### config.mk
export PLATFORM = sky130hd
export DESIGN_NAME = sha1_pad
export DESIGN_NICKNAME = d
export VERILOG_FILES = /design/src/rtl/sha1_pad.sv
export SDC_FILE = /design/constraint.sdc
export NUM_CORES = 1
export LEC_CHECK = 0
export BUFFER_PORTS_ARGS = -buffer_cell sky130_fd_sc_hd__buf_2
export CORE_UTILIZATION = 33
export DETAILED_ROUTE_END_ITERATION = 10
export PLACE_DENSITY = 0.6
export SETUP_SLACK_MARGIN = 0.15
export SLEW_MARGIN = 10
export SYNTH_ARGS = -nofsm -noshare
export SYNTH_HDL_FRONTEND = slang
export SYNTH_SLANG_ARGS = --single-unit
export TNS_END_PERCENT = 5
### constraint.sdc
create_clock -name wb_clk_i -period 4.1 [get_ports wb_clk_i]
set_input_delay 0.615 -clock wb_clk_i [delete_from_list [all_inputs] [get_ports wb_clk_i]]
set_output_delay 0.615 -clock wb_clk_i [all_outputs]
set_load 0.02 [all_outputs]
### src/rtl/sha1_pad.sv
`default_nettype none
// ============================================================================
// Module   : sha1_pad
// Purpose  : Packs a big-endian byte stream into 32-bit words and appends
//            SHA-1 padding (0x80, zero fill, 64-bit bit length).
// Revision : 1.0
// ============================================================================
module sha1_pad #(
    parameter int CNT_WIDTH = 32
) (
    input  logic        wb_clk_i,
    input  logic        wb_rst_n,
    input  logic        in_valid,
    output logic        in_ready,
    input  logic [7:0]  in_data,
    input  logic        in_keep,
    input  logic        in_last,
    output logic        out_valid,
    input  logic        out_ready,
    output logic [31:0] out_data,
    output logic [3:0]  out_idx,
    output logic        out_msg_last,
    output logic        busy
);

    typedef enum logic [1:0] {
        S_DATA   = 2'd0,
        S_PAD    = 2'd1,
        S_LEN_HI = 2'd2,
        S_LEN_LO = 2'd3
    } state_t;

    state_t                 state_q, state_d;
    logic [23:0]            asm_q, asm_d;
    logic [1:0]             pos_q, pos_d;
    logic [CNT_WIDTH-1:0]   byte_cnt_q, byte_cnt_d;
    logic                   pend_q, pend_d;
    logic                   out_valid_q, out_valid_d;
    logic [31:0]            out_data_q, out_data_d;
    logic [3:0]             out_idx_q, out_idx_d;
    logic                   out_msg_last_q, out_msg_last_d;
    logic                   busy_q, busy_d;

    logic                   take, can_load, accept;
    logic [3:0]             load_idx;
    logic                   ld, ld_last;
    logic [31:0]            ld_word, word_cat, word_term;
    logic [2:0]             fill;
    logic [63:0]            bitlen;

    always_comb begin
        state_d        = state_q;
        asm_d          = asm_q;
        pos_d          = pos_q;
        byte_cnt_d     = byte_cnt_q;
        pend_d         = pend_q;
        busy_d         = busy_q;
        ld             = 1'b0;
        ld_last        = 1'b0;
        ld_word        = 32'h0;

        take     = out_valid_q & out_ready;
        can_load = ~out_valid_q | out_ready;
        load_idx = out_idx_q + {3'b000, take};
        in_ready = (state_q == S_DATA) && !pend_q && can_load;
        accept   = in_valid & in_ready;
        bitlen   = {{(61-CNT_WIDTH){1'b0}}, byte_cnt_q, 3'b000};

        // Unfilled byte lanes of asm_q are always zero, so merging is a plain write.
        word_cat = {asm_q, 8'h00};
        if (in_keep) begin
            case (pos_q)
                2'd0:    word_cat[31:24] = in_data;
                2'd1:    word_cat[23:16] = in_data;
                2'd2:    word_cat[15:8]  = in_data;
                default: word_cat[7:0]   = in_data;
            endcase
        end
        fill      = {1'b0, pos_q} + {2'b00, in_keep};
        word_term = word_cat;
        case (fill)
            3'd0:    word_term[31:24] = 8'h80;
            3'd1:    word_term[23:16] = 8'h80;
            3'd2:    word_term[15:8]  = 8'h80;
            3'd3:    word_term[7:0]   = 8'h80;
            default: ;
        endcase

        case (state_q)
            S_DATA: begin
                if (pend_q) begin
                    if (can_load) begin
                        ld      = 1'b1;
                        ld_word = 32'h8000_0000;
                        pend_d  = 1'b0;
                        state_d = (load_idx == 4'd13) ? S_LEN_HI : S_PAD;
                    end
                end else if (accept) begin
                    if (in_keep)
                        byte_cnt_d = byte_cnt_q + {{(CNT_WIDTH-1){1'b0}}, 1'b1};
                    if (in_last) begin
                        asm_d = 24'h0;
                        pos_d = 2'd0;
                        ld    = 1'b1;
                        if (fill == 3'd4) begin
                            ld_word = word_cat;
                            pend_d  = 1'b1;
                        end else begin
                            ld_word = word_term;
                            state_d = (load_idx == 4'd13) ? S_LEN_HI : S_PAD;
                        end
                    end else if (in_keep) begin
                        if (pos_q == 2'd3) begin
                            ld      = 1'b1;
                            ld_word = word_cat;
                            asm_d   = 24'h0;
                            pos_d   = 2'd0;
                        end else begin
                            asm_d = word_cat[31:8];
                            pos_d = pos_q + 2'd1;
                        end
                    end
                end
            end
            S_PAD: begin
                if (can_load) begin
                    ld = 1'b1;
                    if (load_idx == 4'd13)
                        state_d = S_LEN_HI;
                end
            end
            S_LEN_HI: begin
                if (can_load) begin
                    ld      = 1'b1;
                    ld_word = bitlen[63:32];
                    state_d = S_LEN_LO;
                end
            end
            default: begin
                if (can_load) begin
                    ld         = 1'b1;
                    ld_word    = bitlen[31:0];
                    ld_last    = 1'b1;
                    byte_cnt_d = '0;
                    state_d    = S_DATA;
                end
            end
        endcase

        out_valid_d    = out_valid_q & ~take;
        out_data_d     = out_data_q;
        out_msg_last_d = out_msg_last_q & ~take;
        out_idx_d      = load_idx;
        if (ld) begin
            out_valid_d    = 1'b1;
            out_data_d     = ld_word;
            out_msg_last_d = ld_last;
        end

        if (take && out_msg_last_q)
            busy_d = 1'b0;
        if (accept && (in_keep || in_last))
            busy_d = 1'b1;
    end

    always_ff @(posedge wb_clk_i or negedge wb_rst_n) begin
        if (!wb_rst_n) begin
            state_q        <= S_DATA;
            asm_q          <= 24'h0;
            pos_q          <= 2'd0;
            byte_cnt_q     <= '0;
            pend_q         <= 1'b0;
            out_valid_q    <= 1'b0;
            out_data_q     <= 32'h0;
            out_idx_q      <= 4'd0;
            out_msg_last_q <= 1'b0;
            busy_q         <= 1'b0;
        end else begin
            state_q        <= state_d;
            asm_q          <= asm_d;
            pos_q          <= pos_d;
            byte_cnt_q     <= byte_cnt_d;
            pend_q         <= pend_d;
            out_valid_q    <= out_valid_d;
            out_data_q     <= out_data_d;
            out_idx_q      <= out_idx_d;
            out_msg_last_q <= out_msg_last_d;
            busy_q         <= busy_d;
        end
    end

    assign out_valid    = out_valid_q;
    assign out_data     = out_data_q;
    assign out_idx      = out_idx_q;
    assign out_msg_last = out_msg_last_q;
    assign busy         = busy_q;

endmodule
`default_nettype wire

==> results by stage, run 1 <==
Clock network:
- The H-tree depth is 3.
- Clock-pin slew was measured on the worst setup and hold paths at 0.07 ns.
- The number of setup buffers added after CTS is 0.
- The tree built by TritonCTS fans out to 100 sinks.
- The TritonCTS clock tree is done.
- The clock latency on the worst-skew pair is 0.36 ns.
- Hold repair after CTS inserted 0 buffers.
- The maximum buffer depth of the clock tree is 2.
- Clock tree synthesis selected as its root buffer the cell clkbuf_16.
- The quantity of gates resized following cts is 0.
- Counting the buffers created by CTS gives 9.

Drt:
- The first routing iteration left ~330 violations.
- The top layer used by detailed routing is met4.
- The final routed DRC violation total is 0.
- For this block, wires on met1 add up to 6830 um.
- The first detailed-routing pass took 5 iterations.
- The total wirelength of the detailed-routed design is 14500 um.
- After detailed routing, the met3 layer carries 715 um of wire.
- The post-detailed-route count of antenna-violating nets is 0.
- Summed over all nets, wire length on met2 after detailed routing comes to approximately 6600 um.
- The vias per cell is ~5.4.
- The via count of the routed design is 4487.
- After detailed routing, the average wire length per cell comes to 17.6 um.

STA:
- For the pin with the worst max-slew slack, the measured transition is 1.04 ns.
- Setup repair after global routing left no endpoint under its margin.
- Setup slack closes at 1.32 ns.
- Setup violations remaining at the end of the flow were counted as 0.
- Setup total negative slack on the finished layout was measured at 0 ns.
- The remaining max-slew budget at the tightest pin is 31.0%.
- The highest attainable clock frequency is 359 MHz.
- The count of final max-slew check failures is 0.
- For the final database, setup skew stands at 0.00541 ns.
- The final count of hold timing violations is 0.
- The part of the cycle the worst path needs is 67.9%.
- The routed design could run at a clock period as short as 2.78 ns.

Floorplanning:
- In this run the count of I/O pins placed on the die edge is 54.
- The starting density of the core is 34.2%.
- In this run the standard cell core region covers 0.0154 mm^2.
- The die is 128 um tall.
- The die footprint is between 0.015 and 0.02 mm^2.
- The number of rows created at floorplan is between 40 and 50.
- The width of the die is between 100 and 150 um.

Synth:
- The mean instance size in the synthesized netlist is 9.36 um^2.
- The flip-flop and latch count after synthesis is 100.
- Counting every instance in the synthesized netlist gives about 560.
- The post-synthesis instance area is 0.00528 mm^2.
- The sequential fraction of the synthesis area is 47.4%.
- The number of enable flip-flop cells after synthesis is 0.
- The synthesized netlist contains 54 unique library cells.
- Counting every net in the synthesized netlist gives slightly below 600.
- After synthesis, the share of flip-flops with an asynchronous set or reset is 100%.
- In the synthesized netlist the dominant register cell turns out to be dfrtp_1.
- The count of yosys warnings during synthesis is 0.

Pwr:
- The leakage power total is 2.73 nW.
- The maximum resistive drop on vdd is 0.249 mV.
- The power density relative to cell area is 666 mW/mm^2.
- The overall power consumption is just over 4 mW.

Global route:
- The number of global-route vias before repair is ~4500.
- The largest net degree at the start of global routing is 41.
- The residual overflow from global routing is 0.
- The initial antenna violation count is 0.
- The overall routing resource usage is 18.7%.
- The first global-routing pass estimated around 24000 um of wire.

Cells and area:
- With fillers left out, the area of the finished cells amounts to 0.00609 mm^2.
- The filler cells instantiated in the layout total 1563.
- The ratio of cells with drive above 1 in the final layout is 15.6%.
- The count of inserted antenna diode cells is 0.
- The final standard cell utilization of the core is approximately 39%.
- The final layout contains 636 nets.
- The area growth from synthesis to layout is 15.3%.

Place:
- Routability-driven placement finished with a final weighted congestion of 0.900.
- The number of buffer cells added on primary ports is 53.
- The post-place instance area is 0.00578 mm^2.
- The pre-CTS setup slack is roughly 1.4 ns.
- The wire-length estimate of the detail-placed layout is 10500 um.

Worst hold path:
- The min-delay analysis places its worst path in the category input pin to async pin.

Worst setup path:
- The setup path with the least slack is of type flop to flop.
- The maximum fanout along the worst path is 12.
- Data on the critical path is required at its endpoint by 4.39 ns.
- Grouping stages by cell kind, the critical path spends the most delay in simple AND/OR/NAND/NOR gates.
- The critical path goes through inv_1, ha_1, buf_4, nand3_1, nor3_1, a221oi_1, nor2_1.
- The endpoint class of the critical path is a flop.
- The startpoint type of the worst setup path is a flop.
- The cell with the largest stage delay on the worst path is nor3_1.
- Together, buffers and inverters on the worst path number 2.
- The largest stage delay on the critical path is 0.82 ns.
- The arrival time of the worst setup path is a little over 3 ns.

Flow run:
- The max-cap check violation count is 0.

Status:
- The run finished with clean final reports.
## state kept, by name (all words and copies together) (netlist names)
signal / cells
byte_cnt_q: 32
out_msg_last: 1
out_valid: 1
pos_q: 2
busy: 1
asm_q: 24
out_data: 32
state_q: 2
out_idx: 4
pend_q: 1
## cell type report
class,instances,area [um^2],share of cell area [%]
Clock buffer,12,256,4.21
Clock inverter,4,47.5,0.781
Inverter,17,63.8,1.05
Multi-Input combinational cell,420,2620,43.1
Sequential cell,100,2500,41.1
Tap cell,211,264,4.34
Timing Repair Buffer,61,328,5.39
## routing by layer
layer / track usage, % / vias up
met5: 0 / -
met4: 9.00 / 0
met3: 4.37 / 22
met2: 28.8 / 137
met1: 24.9 / 2211
li1: - / 2117
## Yosys cell counts (4+ instances only)
master,number,share of area [%]
clkbuf_1,23,1.6
mux2i_1,21,4.0
nand2_1,81,5.8
nand2b_1,25,3.0
o31ai_1,5,0.71
nor4_1,4,0.47
or4_1,5,0.71
o211ai_1,6,0.85
a21oi_1,15,1.4
dfrtp_1,100,47
nor2_1,53,3.8
ha_1,13,3.1
mux2_2,11,2.3
nand4_1,8,0.95
a221oi_1,6,1.0
xor2_1,6,1.0
nand3_1,19,1.8
a21o_1,4,0.57
nor3_1,15,1.4
nor2b_1,4,0.47
a31oi_1,21,2.5
inv_1,17,1.2
a22o_1,19,3.2
o21ai_0,38,3.6
## cell families after synthesis
| group | Yosys count | synth area share [%] |
|---|---|---|
| DFF | 100 | 47.4 |
| AOI/OAI and AO/OA | 127 | 16.0 |
| buffers and inverters | 44 | 3.20 |
| muxes | 32 | 6.33 |
| and+or+nand+nor | 241 | 22.9 |
| xor gates and xnor gates | 7 | 1.16 |
| adders and majority gates | 13 | 3.08 |
## stage by stage
step	instances	hold slack, ns
floorplan	564	0.319
global placement	809	0.452
detailed placement	809	0.472
CTS	825	0.176
global route	825	0.190
finish	825	0.165
## worst paths after layout
| path | start | end | slack [ns] | depth (start not counted) |
|---|---|---|---|---|
| setup / recovery | state_q[1]$_DFFE_PN0P_ | out_data[30]$_DFFE_PN0P_ | 1.32 | 7 |
| hold / removal | wb_rst_n | asm_q[15]$_DFFE_PN0P_ | 0.17 | 1 |
| setup reg to reg | state_q[1]$_DFFE_PN0P_ | out_data[30]$_DFFE_PN0P_ | 1.32 | 7 |
| min in group wb_clk_i | busy$_DFFE_PN0P_ | busy$_DFFE_PN0P_ | 0.48 | 2 |
| max in group asynchronous | wb_rst_n | byte_cnt_q[25]$_DFFE_PN0P_ | 3.06 | 2 |
| hold reg to reg | busy$_DFFE_PN0P_ | busy$_DFFE_PN0P_ | 0.48 | 2 |
## report_power, final
part	switching, mW	internal [mW]
combinational	1.08	0.577
clock	0.379	0.505
sequential	0.233	1.28
## cells in the final DEF, fill, tap and decap left out, drive strengths merged, types with 3 or more instances in the layout
cell / n
nor2: 53
or3: 3
mux2: 11
a22o: 19
nor3: 15
mux2i: 21
a221oi: 6
a21oi: 15
clkbuf: 12
nor4: 5
nand2b: 25
xor2: 6
and2: 4
a21o: 4
nand2: 81
nor2b: 4
dfrtp: 100
a31oi: 21
buf: 61
or4: 5
o31ai: 5
nand4: 10
a32o: 3
o211ai: 6
nand3: 19
nor3b: 3
inv: 17
ha: 13
o21ai: 38
(Power assumes the default switching activity.)
==> run 2: changes to the inputs <==
==> constraint.sdc (replaced) <==
create_clock -name wb_clk_i -period 2.7 [get_ports wb_clk_i]
set_input_delay 0.405 -clock wb_clk_i [delete_from_list [all_inputs] [get_ports wb_clk_i]]
set_output_delay 0.405 -clock wb_clk_i [all_outputs]
set_load 0.02 [all_outputs]
==> run 2 against run 1 <==
Against the previous run:
- critical path depth stayed put
- sequential cell count unchanged
- sequential power is 53% higher
- first-iteration DRC count grew 1.8%
- critical endpoint is now out_data[18]$_DFFE_PN0P_
==> results by stage, run 2 (synthesis results as in run 1) <==
Cells and area:
- The final standard cell utilization of the core is about two fifths.
- Leaving out fill and tap cells, the most frequent cells in the layout are dfrtp_1, nand2_1, nor2_1.
- For this run, the post-layout net count is 651.
- The number of antenna diodes in the final layout is 0.
- In the final layout, the share of cells above drive strength 1 is 17.6%.
- The most common cell after layout, fill and taps aside is dfrtp_1.
- The area growth from synthesis to layout is 17.9%.

Drt:
- The iteration count of the initial detailed-routing pass is 4.
- The first routing iteration left between 300 and 400 violations.
- After detailed routing, the number of vias per cell comes to about 5.3.
- For this block, the routed nets add up to 14400 um of wire.
- The via count of the routed design is 4483.
- Dividing the detail-routed wire length by the instance count gives 17.1 um.
- The post-detailed-route count of antenna-violating nets is 0.
- In the routed design, unresolved DRC markers number 0.

Pwr:
- Dividing total power by cell area gives a power density of ~1000 mW/mm^2.
- The leakage power total is 2.81 nW.
- The maximum resistive drop on vdd is 0.327 mV.

Clock network:
- The clock latency on the worst-skew pair is 0.36 ns.
- Counting the buffers created by CTS gives 9.
- After clock tree synthesis, the repair step resized 0 gates.
- The number of setup buffers added after CTS is 0.
- The H-tree depth is 3.
- The TritonCTS clock tree is done.
- The clock slew seen by the registers of the worst setup and hold paths is 0.07 ns.
- Clock tree synthesis selected as its root buffer the cell clkbuf_16.
- CTS saw 100 sinks.
- After clock tree synthesis, the flow added hold-fix buffers numbering 0.
- The longest clock path from root to sink contains 2 buffers.

Global route:
- The overall routing resource usage is 18.8%.
- The total overflow left after global routing is 0.
- The number of global-route vias before repair is 4476.
- The global-route wire length before repair is 23800 um.
- Entering global routing, the biggest net connects 55 pins.
- The initial antenna violation count is 0.

STA:
- The worst path uses 87.5% of the clock period.
- The minimum period implied by the final worst setup slack is 2.36 ns.
- At the pin with the least slew margin, the transition time is approximately 0.93 ns.
- The highest attainable clock frequency is roughly 420 MHz.
- The count of final max-slew check failures is 0.
- The remaining max-slew budget at the tightest pin is 37.8%.
- In the final timing run, aggregate negative setup slack is 0 ns.
- The worst clock skew on the final layout is 0.00840 ns.
- The final count of hold timing violations is 0.
- Setup repair after global routing left no endpoint under its margin.
- Setup violations remaining at the end of the flow were counted as 0.

Worst setup path:
- The arrival time of the worst setup path is 2.63 ns.
- The launch point of the worst reg-to-reg path is state_q[1]$_DFFE_PN0P_.
- STA classifies the critical path endpoint as a flop.
- Of all nets on the critical path, the largest fanout is 7.
- At the worst endpoint, the required time is 2.97 ns.
- In this run the worst setup path begins at state_q[1]$_DFFE_PN0P_.
- By startpoint and endpoint, the worst setup path is classified as flop to flop.
- The worst setup path is launched from a flop.

Floorplanning:
- The core area is 0.0154 mm^2.
- The die is 128 um wide.
- The die is 128 um tall.
- The number of top-level pins is 54.
- The floorplan has 45 rows.
- The die footprint is roughly 0.017 mm^2.
- Once the floorplan was initialized, standard cells occupied 34.2% of the core.

Flow run:
- The max-cap check violation count is 0.

Worst hold path:
- The kind of path behind the tightest hold check is input pin to async pin.

Place:
- The weighted congestion at the end of routability-driven global placement is 0.885.
- The number of buffer cells added on primary ports is 53.
- The placed wire-length estimate after detailed placement is 10500 um.

Status:
- The run finished with clean final reports.
==> run 2: through the flow <==
stage / cells / setup WS (ns) / total power [mW] / hold WS (ns) / cell area [um^2]
6_report: 840 / 0.338 / 6.24 / 0.0737 / 6220
2_1_floorplan: 564 / 0.694 / 3.97 / 0.109 / 5280
3_3_place_gp: 824 / 0.364 / 4.84 / 0.453 / 5920
4_1_cts: 840 / 0.354 / 6.27 / 0.107 / 6220
5_1_grt: 840 / 0.222 / 6.65 / 0.145 / 6220
3_5_place_dp: 824 / 0.301 / 4.92 / 0.464 / 5920
==> run 2: cell type report <==
cell class	instances	area, um^2
Clock buffer	12	256
Clock inverter	4	47.5
Fill cell	1524	9200
Inverter	17	63.8
Multi-Input combinational cell	420	2620
Sequential cell	100	2500
Tap cell	211	264
Timing Repair Buffer	76	465
==> run 2: metal layers <==
layer  GRT usage [%]  vias to the layer above  routed length, um
met3            3.53                       22                658
li1                -                     2149                  -
met4            7.54                        0                322
met2            28.5                      110               6440
met5               0                        -                  0
met1            26.3                     2202               6930
==> run 2: critical path: stages, from the launching register on <==
cell      delay (ns)
dfrtp_1         0.41
inv_1           0.14
ha_1            0.23
buf_4           0.15
nand3_1         0.20
nor3_1          0.82
nand2b_1        0.13
a31oi_1         0.20
==> run 2: report_power, final <==
group | internal (mW) | switching [mW] | total (mW)
logic | 0.950 | 1.64 | 2.59
clock network | 0.767 | 0.570 | 1.34
registers | 1.94 | 0.369 | 2.31
total | 3.66 | 2.58 | 6.24
==> run 2: worst paths after layout <==
kind	to	slack [ns]	depth (start not counted)
setup / recovery	out_data[18]$_DFFE_PN0P_	0.34	7
max in group asynchronous	asm_q[20]$_DFFE_PN0P_	1.93	2
hold reg to reg	busy$_DFFE_PN0P_	0.48	2
hold / removal	asm_q[23]$_DFFE_PN0P_	0.07	1
setup reg to reg	out_data[18]$_DFFE_PN0P_	0.34	7
min in group wb_clk_i	asm_q[22]$_DFFE_PN0P_	0.37	2
==> run 3: changes to the inputs <==
--- a/config.mk
+++ b/config.mk
@@ -6,9 +6,10 @@
 export NUM_CORES = 1
 export LEC_CHECK = 0
 export BUFFER_PORTS_ARGS = -buffer_cell sky130_fd_sc_hd__buf_2
-export CORE_UTILIZATION = 33
+export CORE_UTILIZATION = 59
 export DETAILED_ROUTE_END_ITERATION = 10
-export PLACE_DENSITY = 0.6
+export PLACE_DENSITY = 0.9
+export REMOVE_ABC_BUFFERS = 1
 export SETUP_SLACK_MARGIN = 0.15
 export SLEW_MARGIN = 10
 export SYNTH_ARGS = -nofsm -noshare
==> run 3 against run 2 <==
Against the previous run:
- design area is 4.7% lower
- clock skew is 0.0081 ns higher
- critical path depth stayed put
- largest power group unchanged
- global-route usage is 13 points higher
- critical endpoint is now byte_cnt_q[31]$_DFFE_PN0P_
- sequential share of layout area is 2.0 points higher
- power is 7.1% lower
- hold slack worse by 0.024 ns
- sequential cell count stayed put
- clock power is 32% lower
- non-clock buffer count is 5 lower
==> results by stage, run 3 (synthesis results as in run 1) <==
Floorplanning:
- The width of the die is around 97 um.
- The core area is 0.00868 mm^2.
- 54 I/O pins were placed.
- The die covers 0.00933 mm^2.
- For this configuration, the core starts out at a cell density of 60.8%.
- In this run the core area contains 34 standard-cell rows.
- The floorplan step set the die height to slightly below 100 um.

Place:
- The weighted congestion at the end of routability-driven global placement is ~0.89.
- The placed wire-length estimate after detailed placement is 9790 um.
- In this run, placement finished with an instance count of 716.
- The number of buffer cells added on primary ports is 53.

STA:
- The worst pin sits at a relative slew slack of 54.4%.
- The count of final max-slew check failures came to 0.
- Of the available clock period, the critical path in the final layout requires around nine tenths.
- The worst clock skew on the final layout is 0.0165 ns.
- The minimum period implied by the final worst setup slack is around 2.5 ns.
- The final count of hold timing violations is 0.
- The transition time at the pin with the least slew margin is 0.680 ns.
- Setup repair after global routing could not meet its margin everywhere.
- The highest attainable clock frequency is 404 MHz.
- For the final routed database, the setup TNS stands at 0 ns.
- The minimum hold slack is 0.0500 ns.
- Setup violations remaining at the end of the flow were counted as 0.

Worst setup path:
- Setup slack on the worst reg-to-reg path comes out at ~0.22 ns.
- The endpoint identified for the worst register-to-register timing path is byte_cnt_q[31]$_DFFE_PN0P_.
- The endpoint class of the critical path is a flop.
- The maximum fanout along the worst path is 13.
- The source of the critical timing path is state_q[0]$_DFFE_PN0P_.
- Following the worst setup path forward leads to its endpoint at byte_cnt_q[31]$_DFFE_PN0P_.
- The launch point of the worst reg-to-reg path is state_q[0]$_DFFE_PN0P_.
- The worst register-to-register path has a depth of 7.
- The worst setup path is launched from a flop.
- The critical path required time is 3.01 ns.
- The worst setup path is of the flop to flop kind.
- The arrival time of the worst setup path is 2.78 ns.

Global route:
- The met3 track utilization from global routing is approximately 5.9%.
- Global routing used 31.3% of the available tracks.
- For met1 alone, demand over resource in global routing was 40.7%.
- The global-route wire length before repair is 23300 um.
- The number of global-route vias before repair is 4646.
- The initial antenna violation count is 0.
- Entering global routing, the biggest net connects 55 pins.
- The met2 track demand over resource is 50.2%.
- The residual overflow from global routing is 0.
- The most used routing layer is met2.

Drt:
- The total wirelength of the detailed-routed design is between 10000 and 15000 um.
- The final routed DRC violation total is 0.
- The post-detailed-route count of antenna-violating nets is 0.
- The DRC violation total after the first TritonRoute iteration is 449.
- The vias per cell is 6.43.
- Detailed routing inserted a total of 4708 vias.
- Before antenna repair, the detailed router went through 6 iterations.
- Dividing the detail-routed wire length by the instance count gives 19.1 um.

Clock network:
- The root buffer cell chosen for the clock tree is clkbuf_8.
- The number of setup buffers added after CTS is 0.
- Buffers inserted during clock tree synthesis total 9.
- The clock drives 100 sinks.
- The TritonCTS clock tree is done.
- After clock tree synthesis, the flow added hold-fix buffers numbering 0.
- The later pin in the worst-skew pair is clocked with a latency of 0.38 ns.
- The clock slew seen by the registers of the worst setup and hold paths is between 0.1 and 0.15 ns.
- The H-tree was split into 3 levels.
- The maximum buffer depth of the clock tree is 2.

Cells and area:
- Relative to the synthesized area, the layout overhead comes to 12.3%.
- The count of inserted antenna diode cells is 0.
- The layout net count is 646.
- The most common cell after layout, fill and taps aside is dfrtp_1.
- For this run, the share of the core covered by cells in the final layout is 68.3%.
- The ratio of cells with drive above 1 in the final layout is 17.5%.
- The post-route non-filler standard cell count is 732.
- The library cells used most frequently in the layout, excluding fill and tap cells, are dfrtp_1, nand2_1, nor2_1.

Flow run:
- Max-cap violations in this run came to 0.

Status:
- The run finished with clean final reports.

Worst hold path:
- The kind of path behind the tightest hold check is input pin to async pin.

Pwr:
- The maximum resistive drop on vdd is 0.351 mV.
- The power density relative to cell area is 976 mW/mm^2.
- Summed over all cells, the static leakage comes to ~2.7 nW.
- The overall power consumption is a little under 6 mW.
[run 3: what timing repair did]
| item | CTS | global route |
|---|---|---|
| gates resized for setup | 1 | 1 |
| endpoints found under the setup margin | 7 | 9 |
| pin swaps | 0 | 0 |
[run 3: critical path, cell delays in order, from the launching register on]
cell      delay (ns)
dfrtp_1         0.43
inv_1           0.10
ha_1            0.33
a211oi_1        0.52
nand3_1         0.14
buf_4           0.21
or4_1           0.52
a21oi_1         0.16
[run 3: layout make-up]
| cell class | instances | area, um^2 |
|---|---|---|
| fillers | 631 | 2750 |
| multi-input cells | 420 | 2630 |
| flip-flops and latches | 100 | 2500 |
| repair buffers | 71 | 415 |
| well taps | 108 | 135 |
| clock buffers | 9 | 124 |
| inverters | 17 | 63.8 |
| clock inverters | 7 | 56.3 |
[run 3: through the flow]
| step | area [um^2] | setup slack [ns] |
|---|---|---|
| floorplan | 5170 | -0.844 |
| global placement | 5740 | 0.326 |
| detailed placement | 5740 | 0.126 |
| CTS | 5930 | 0.173 |
| global route | 5930 | 0.107 |
| finish | 5930 | 0.224 |
[run 3: worst min-delay path by stage]
stage / start / to / cells after the start
final: wb_rst_n / out_data[18]$_DFFE_PN0P_ / 1
after global routing: wb_rst_n / out_data[18]$_DFFE_PN0P_ / 1
after CTS: wb_rst_n / out_data[18]$_DFFE_PN0P_ / 1
after detailed placement: busy$_DFFE_PN0P_ / busy$_DFFE_PN0P_ / 2
after global placement: busy$_DFFE_PN0P_ / busy$_DFFE_PN0P_ / 2
after floorplan: wb_rst_n / asm_q[0]$_DFFE_PN0P_ / 0
[run 3: metal layers]
layer  vias to the layer above  wire length (um)
li1                       2132                 -
met2                       231              6860
met5                         -                 0
met1                      2296              5500
met3                        49              1050
met4                         0               592
[run 3: where the power goes]
part / leakage, nW / switching (mW) / internal (mW)
Combinational: 1.33 / 1.66 / 0.924
Sequential: 1.31 / 0.355 / 1.94
Clock: 0.0910 / 0.564 / 0.348
